--- src/rtl/ahci_dma_rd_pack_pkg.sv ---
// Shared definitions for the AHCI DMA read-path lane packer.
//   flush_state_e : flush FSM states (idle / draining a partial word)
//   clog2         : ceiling log2 for sizing lane counters
//   lane_mask     : low-contiguous mask with n ones, used for partial-word dout_dm
package ahci_dma_rd_pack_pkg;

    typedef enum logic {
        ST_IDLE  = 1'b0,
        ST_FLUSH = 1'b1
    } flush_state_e;

    function automatic int clog2(input int unsigned v);
        int          r = 0;
        int unsigned p = 1;
        while (p < v) begin
            p = p << 1;
            r++;
        end
        return r;
    endfunction

    function automatic logic [31:0] lane_mask(input int unsigned n);
        if (n >= 32) return '1;
        return (32'd1 << n) - 32'd1;
    endfunction

endpackage

--- src/rtl/ahci_dma_rd_pack_lane_compact.sv ---
// Combinational lane compactor.
//   din   : input word, lane i = din[i*LANE_W +: LANE_W]
//   dm    : lane valid mask, any pattern including all zeros
//   lanes : valid lanes moved down to positions 0..k-1 in ascending order,
//           all lanes above k are zero
//   k     : number of valid lanes (popcount of dm)
module ahci_dma_lane_compact #(
    parameter int LANES  = 2,
    parameter int LANE_W = 16,
    parameter int CNT_W  = 2
) (
    input  logic [LANES*LANE_W-1:0] din,
    input  logic [LANES-1:0]        dm,
    output logic [LANES*LANE_W-1:0] lanes,
    output logic [CNT_W-1:0]        k
);

    logic [CNT_W-1:0] cnt;

    // NOTE: every variable written here gets a default first, so no path can
    // leave it unassigned and infer a latch.
    always_comb begin
        lanes = '0;
        cnt   = '0;
        for (int i = 0; i < LANES; i++) begin
            if (dm[i]) begin
                lanes[cnt*LANE_W +: LANE_W] = din[i*LANE_W +: LANE_W];
                cnt = cnt + CNT_W'(1);
            end
        end
        k = cnt;
    end

endmodule

--- src/rtl/ahci_dma_rd_pack.sv ---
// Lane packer on the AHCI DMA read path: compacts masked input words into
// continuous full-width output words, lowest lane first, with a partial-word flush.
//   clk, rst            : clock, synchronous active-high reset
//   din_av / din_avm    : one / more than one word available in the 1-latency read FIFO
//   din, dm             : input word and its lane valid mask
//   din_re              : consume current din (combinational)
//   flush               : single-cycle request to emit any partial word
//   dout, dout_dm       : packed output word and its valid lanes
//   dout_vld / dout_re  : output valid / consumer take
//   flush_done          : 1-cycle pulse when a flush has completed
module ahci_dma_rd_pack
    import ahci_dma_rd_pack_pkg::*;
#(
    parameter int LANES  = 2,
    parameter int LANE_W = 16
) (
    input  logic                    clk,
    input  logic                    rst,
    input  logic                    din_av,
    input  logic                    din_avm,
    input  logic [LANES*LANE_W-1:0] din,
    input  logic [LANES-1:0]        dm,
    output logic                    din_re,
    input  logic                    flush,
    output logic [LANES*LANE_W-1:0] dout,
    output logic [LANES-1:0]        dout_dm,
    output logic                    dout_vld,
    input  logic                    dout_re,
    output logic                    flush_done
);

    localparam int DW = LANES * LANE_W;
    // Wide enough for acc_cnt + k, which peaks at 2*LANES-1.
    localparam int CNT_W = clog2(LANES) + 1;

    logic [DW-1:0]    comp;
    logic [CNT_W-1:0] k;
    logic [DW-1:0]    acc;
    logic [CNT_W-1:0] acc_cnt;
    logic [CNT_W-1:0] total;
    logic [2*DW-1:0]  merged;
    logic [31:0]      flush_mask;
    logic             din_re_d;
    logic             slot_free;
    logic             din_safe;
    logic             full;
    logic             flush_ok;
    logic             load_full;
    logic             load_flush;
    flush_state_e     state;

    ahci_dma_lane_compact #(
        .LANES (LANES),
        .LANE_W(LANE_W),
        .CNT_W (CNT_W)
    ) u_compact (
        .din  (din),
        .dm   (dm),
        .lanes(comp),
        .k    (k)
    );

    assign total     = acc_cnt + k;
    assign full      = (total >= CNT_W'(LANES));
    assign slot_free = !dout_vld | dout_re;
    // The FIFO needs a cycle to present the next word after a read, so with only
    // one word available we must not read on two consecutive cycles.
    assign din_safe  = din_av & (din_avm | !din_re_d);
    assign din_re    = din_safe & ((k == '0) | !full | slot_free);

    // acc lanes above acc_cnt are always zero, so OR-ing in the shifted compacted
    // lanes yields acc followed by the new lanes across a double-width window.
    assign merged = {{DW{1'b0}}, acc} | ({{DW{1'b0}}, comp} << (int'(acc_cnt) * LANE_W));

    assign flush_ok   = (state == ST_FLUSH) & !din_re & slot_free;
    assign load_full  = din_re & full;
    assign load_flush = flush_ok & (acc_cnt != '0);
    assign flush_mask = lane_mask(int'(acc_cnt));

    // NOTE: all state is updated with non-blocking assignments so every register
    // samples the pre-edge values regardless of statement order.
    always_ff @(posedge clk) begin
        if (rst) begin
            acc        <= '0;
            acc_cnt    <= '0;
            din_re_d   <= 1'b0;
            dout       <= '0;
            dout_dm    <= '0;
            dout_vld   <= 1'b0;
            flush_done <= 1'b0;
            state      <= ST_IDLE;
        end else begin
            din_re_d   <= din_re;
            flush_done <= flush_ok;

            if (din_re) begin
                if (full) begin
                    acc     <= merged[2*DW-1:DW];
                    acc_cnt <= total - CNT_W'(LANES);
                end else begin
                    acc     <= merged[DW-1:0];
                    acc_cnt <= total;
                end
            end else if (load_flush) begin
                acc     <= '0;
                acc_cnt <= '0;
            end

            if (load_full) begin
                dout     <= merged[DW-1:0];
                dout_dm  <= '1;
                dout_vld <= 1'b1;
            end else if (load_flush) begin
                dout     <= acc;
                dout_dm  <= flush_mask[LANES-1:0];
                dout_vld <= 1'b1;
            end else if (dout_re & dout_vld) begin
                dout_vld <= 1'b0;
            end

            if (state == ST_IDLE) begin
                if (flush) state <= ST_FLUSH;
            end else if (flush_ok) begin
                state <= ST_IDLE;
            end
        end
    end

endmodule
--- config.mk ---
export PLATFORM = sky130hd
export DESIGN_NAME = ahci_dma_rd_pack
export DESIGN_NICKNAME = d
export VERILOG_FILES = /design/src/rtl/ahci_dma_rd_pack_pkg.sv /design/src/rtl/ahci_dma_rd_pack_lane_compact.sv /design/src/rtl/ahci_dma_rd_pack.sv
export SDC_FILE = /design/constraint.sdc
export NUM_CORES = 1
export LEC_CHECK = 0
export CORE_UTILIZATION = 47
export DETAILED_ROUTE_END_ITERATION = 10
export GPL_TIMING_DRIVEN = 0
export HOLD_SLACK_MARGIN = 0.05
export PLACE_DENSITY_LB_ADDON = 0.12
export SYNTH_ARGS = -nofsm -noshare
export SYNTH_HDL_FRONTEND = slang
export SYNTH_SLANG_ARGS = --single-unit
--- constraint.sdc ---
create_clock -name clk -period 2.8 [get_ports clk]
set_input_delay 0.42 -clock clk [delete_from_list [all_inputs] [get_ports clk]]
set_output_delay 0.42 -clock clk [all_outputs]
set_load 0.005 [all_outputs]
Word level (Yosys, flattened, before mapping)
Index checks and enable logic that the tools add are counted.

Output and inout port bits: 37. Input bits: 40. Logic and storage cells: 60. Register bits after elaboration: 72.

Shift operators: 4. Mux-type cells: 21. $add $sub $neg: 5. Bitwise logic cells: 12. Order comparisons: 1. Reduce and logical (&&, ||, !) cells: 9.

Operator list (number): 32-bit two-way mux (6); 32-bit by 64-bit bitwise OR with 64-bit output (1); 32-bit by 6-bit << shifter with 64-bit output (1); 5-bit negator with 34-bit output (1); 16-bit by 34-bit variable shift with 32-bit output, first input constant (1); 16-bit by 34-bit indexed part select with 32-bit output (1); 32-bit bitwise mux (1); 16-bit two-way mux (1); 2-bit two-way mux (6); 1-bit AND (7); 1-bit two-way mux (7); 2-bit nonzero test (3); 1-bit logical NOT (4); 1-bit bitwise OR (4); 3-bit nonzero test (1); 1-bit by 1-bit adder with 2-bit output, second input constant (1); 2-bit adder (1); 2-bit >= comparator, second input constant (1); 2-bit logical NOT (1); 1-bit by 2-bit << shifter with 2-bit output, first input constant (1); 2-bit by 1-bit subtractor with 2-bit output, second input constant (1); 2-bit subtractor, second input constant (1).

Depth between registers and ports, before layout
Word-level depth: 15. Depth in mapped cells: 11. Depth with buffers taken out: 8.

By module
Synthesis repeated with hierarchy kept, for this count alone.

Cells, all modules: 449. Area total of the unflattened synthesis: 3796.1 µm².

By module, submodules not included: ahci_dma_rd_pack (cells each 408, area an instance 3475.8 µm², instances 1); ahci_dma_lane_compact (cells each 41, area an instance 320.3 µm², instances 1).

Least setup slack after synthesis
No wires, ideal clock.

Path type: in2reg. From: input port dm[1]. To: register acc[1]. Path slack: 0.038 ns. Cell stages on the path: 10. Arrival: 2.671 ns. Buffers on the path: 3. Library setup time: 0.091 ns. Cell sequence: clkbuf_1 clkbuf_1 inv_1 ha_1 ha_1 xor3_2 a2111oi_4 buf_4 o21ai_1 a311oi_1.

Word-level cells in the longest chain between the ends: 12.

Ends and longest elaborated chain: from (decl) (line ahci_dma_rd_pack.sv:22) `input logic [LANES-1:0] dm,`; 2-bit two-way mux (line ahci_dma_rd_pack_lane_compact.sv:26) `if (dm[i]) begin`; 2-bit adder (line ahci_dma_rd_pack.sv:63) `assign total = acc_cnt + k;`; 2-bit >= comparator (line ahci_dma_rd_pack.sv:64) `assign full = (total >= CNT_W'(LANES));`; 1-bit logical NOT (line ahci_dma_rd_pack.sv:69) `assign din_re = din_safe & ((k == '0) | !full | slot_free);`; 1-bit bitwise OR (2 in a row) (line ahci_dma_rd_pack.sv:69); 1-bit AND (line ahci_dma_rd_pack.sv:69); 1-bit logical NOT (line ahci_dma_rd_pack.sv:75) `assign flush_ok = (state == ST_FLUSH) & !din_re & slot_free;`; 1-bit AND (2 in a row) (line ahci_dma_rd_pack.sv:75); 1-bit AND (line ahci_dma_rd_pack.sv:77) `assign load_flush = flush_ok & (acc_cnt != '0);`; 2-bit nonzero test (no source line); to (signal assigned) (line ahci_dma_rd_pack.sv:98) `acc <= merged[2*DW-1:DW];`; to (signal assigned) (line ahci_dma_rd_pack.sv:101) `acc <= merged[DW-1:0];`; to (decl) (line ahci_dma_rd_pack.sv:38) `logic [DW-1:0] acc;`.

Parallel ways exist; a longest one is shown, timed or not. A chain may end at the register's enable or synchronous reset.

Worst setup path after layout
From: input port dm[0]. To: output port din_re.

Word-level cells in the longest chain between the ends: 9.

Ends and longest elaborated chain: 1-bit two-way mux * (line ahci_dma_rd_pack_lane_compact.sv:26); 1-bit by 1-bit adder with 2-bit output (line ahci_dma_rd_pack_lane_compact.sv:28) `cnt = cnt + CNT_W'(1);`; 2-bit two-way mux * (line ahci_dma_rd_pack_lane_compact.sv:26); 2-bit adder (line ahci_dma_rd_pack.sv:63); 2-bit >= comparator (line ahci_dma_rd_pack.sv:64); 1-bit logical NOT (line ahci_dma_rd_pack.sv:69); 1-bit bitwise OR * (2 in a row) (line ahci_dma_rd_pack.sv:69); 1-bit AND * (line ahci_dma_rd_pack.sv:69); to (decl) (line ahci_dma_rd_pack.sv:23) `output logic din_re,`.

Mark *: on every way between the ends. The rest lies on a longest branch, timed or not.

==> impl_metrics.toml <==
[pwr]
p_per_cell_area_nw_per_um2 = 522
leakage_nw = 1.72
max-vdd-ir-drop_mv = 0.352

[floorplanning]
chipWidth_um = 95.1
core_region_area_um2 = 8300
floorplan.die.height_um = 95.1
initial_core_utilization_pct = 49.1
pin_count = 77
die_area_um2 = 9040
placementRows = 33

[synthesis]
synth.top_cells.by_area = "dfxtp_1, a211oi_1, a31oi_1"
syn_avg_cell_area_um2 = 7.92
yosysSeqAreaShare_pct = 35.4
netlist.area_leader.share_pct = 35.4
syn_area_um2 = 4070
synth.largest_area_cell = "dfxtp_1"
ys_seq_elements = 72
ys_warn_count = 0
net_count_synth = 557
yosysUniqueCellTypes = 43
post_synth_inst_count = 514

[placed_design]
io_buffer_count = 75
globalplace.congestion = 0.929
dp_hpwl_mm = 10.5
pre_cts_slack_ps = -1580
detailed_place.area_um2 = 4950

[global_routing]
grt_max_degree = 13
number_of_global_route_vias_before_repair = 4250
grt_pass1_wl_mm = 21.8
grt_usage_pct = 31.9
total_congestion_overflow_after_global_routing = 0
initial_antenna_violation_count = 0

[min_path]
worst_hold_endpoint = "acc[31]"
hold_class = "reg -> reg"
min_path_cells = 2
hold_path_startpoint = "acc[31]"

[final_layout]
fraction_of_final_layout_cells_with_drive_strength_greater_than_1_pct = 8.88
final_design_area_no_fill_um2 = 5260
fin_nets = 646
ff_latch_area_um2 = 1440
flow.area_growth_from_synthesis_pct = 29.1
n_fill_cell = 771
multiInputGateArea_um2 = 2420
antenna-diode-count = 0

[detailed_routing]
detail_route.first_pass.iterations = 5
route.detailed.vias_per_inst = 6.54
vias = 4666
detail_route.wl_per_cell_um = 19.5
route.detailed.drc = 0
totalWireLength_mm = 13.9
ant_nets = 0
initialDrtViolationCount = 363

[timing]
maxSlewHeadroom_pct = 52.1
min_period_ps = 2650
worst_slew_pin_slew_ps = 717
timing_hold_violations_final = 0
final_critical_path_setup_slack_ps = 152
slew_violations = 0
worst_clock_skew_ps = 6.89
layout_worst_path_cycle_share_pct = 94.6
report.final.setup_viol = 0
rsz0062_at_grt = "false"
fmaxAchievable_mhz = 378

[cts]
clock_insertion_delay_worst_skew_ps = 350
cts.reportedPaths.clkPinSlew_ps = 80
clock_tree_from_tritoncts = "built"
cts_sinks = 72
htree_levels = 3
max-clock-path-buffers = 2
cts_hold_repair_buffers = 0
clock-root-buffer = "clkbuf_8"
cts_buffers = 9

[worst_setup_path]
timing.critical_path.fanout_max = 19
startpoint_type = "primary input"
critical_path_required_ps = 2380
reg2reg_to = "dout[10]"
worstSetupPathType = "in -> out"
arrival_ps = 2230
r2r_setup_slack_ps = 410
r2r_cells = 7
worstSetupEndpointType = "primary output"
critical_path.reg2reg.startpoint = "acc_cnt[0]"

[status]
outcome = "complete, no violations"

[run]
timing.max_cap.violations = 0
## kinds of logic (layout without fill, tap and decap cells)
| logic type | count (synthesis) | in the layout | share of synthesized area (%) |
|---|---|---|---|
| flip-flops | 72 | 72 | 35.4 |
| adder cells (fa/ha/maj) | 3 | 3 | 0.922 |
| buffers and inverters | 62 | 156 | 6.14 |
| XOR/XNOR | 3 | 3 | 1.38 |
| AND/OR/NAND/NOR | 185 | 185 | 23.4 |
| AO/OA/AOI/OAI | 189 | 189 | 32.7 |
## report_power, final
group          leakage, nW  internal (mW)  switching [mW]
clock network        0.101          0.457           0.419
registers            0.588           1.10          0.0465
logic                 1.03          0.315           0.407
total                 1.72           1.87           0.872
## placed cells by master (no fill, tap or decap), types with 18 or more instances in the layout
cell type        Yosys  routed
clkdlybuf4s50_1      0      72
nor3_1              37      37
dfxtp_1             72      72
nor2_1              37      37
clkbuf_1            44      40
a211oi_1            48      48
a31oi_1             35      35
o21ai_0             22      22
a21oi_1             18      18
nand2_1             45      45
nand3_1             28      28
## cell type report
cell class	count	area share, %
Buffer	55	4.97
Tap cell	105	2.50
Clock buffer	11	2.88
Multi-Input combinational cell	380	46.0
Timing Repair Buffer	80	14.8
Sequential cell	72	27.4
Clock inverter	5	1.05
Inverter	5	0.357
## layer usage
metal  track usage [%]  part of all wire [%]
met1              41.4                    43
met2              50.1                    45
met3              6.38                   8.2
met4              15.9                   3.4
met5                 0                     0
## flip-flops by register name (all words and copies together), names as in the netlist
name	cells
acc	32
dout	32
acc_cnt	2
dout_dm	2
din_re_d	1
dout_vld	1
flush_done	1
state	1
## critical path, cell delays in order
cell	delay [ps]
buf_4	130
clkbuf_8	210
inv_1	100
ha_4	280
ha_4	140
xnor3_2	290
o211ai_4	210
buf_6	130
inv_1	60
dlygate4sd2_1	260
## worst max-delay path by stage
stage                from     end  slack, ps  depth (start not counted)
finish              dm[0]  din_re        150                         10
global route        dm[0]  din_re         70                         10
CTS                 dm[1]  din_re          5                         10
detailed placement  dm[0]  din_re      -1580                         11
global placement    dm[0]  din_re      -1560                         11
floorplan           dm[1]  acc[1]         40                         10
## repair_timing
action / CTS / global route
setup buffers: 4 / 1
pin swaps: 1 / 1
resized for setup: 28 / 4
setup endpoints to repair: 71 / 3
## synthesized netlist by cell type, drive strengths merged
library cell and number:
nor2 38, xor3 1, nor4 2, nand3b 6, dfxtp 72, nor3 37, o31ai 1, a311oi 16
nor3b 1, or3b 1, buf 13, a2111oi 2, inv 5, clkbuf 44, nand2 45, a211oi 48
xnor3 1, o21ai 33, a31oi 35, nand4 2, or2 2, nand3 28, and2 1, o2111ai 2
nand2b 5, xor2 1, o2111a 1, ha 3, a21oi 18, nor2b 1, nand4b 16, o211ai 17
a32oi 16
## metrics by stage
stage	TNS [ps]	util, %	total power [mW]	cells	hold slack [ps]
final	0	63.3	2.75	713	492
after global routing	0	63.3	2.87	713	508
after CTS	0	63.5	2.74	714	490
after detailed placement	-79220	59.7	1.86	694	481
after global placement	-78020	59.7	1.84	694	469
after floorplan	0	-	1.56	514	460
(Power assumes the default switching activity.)
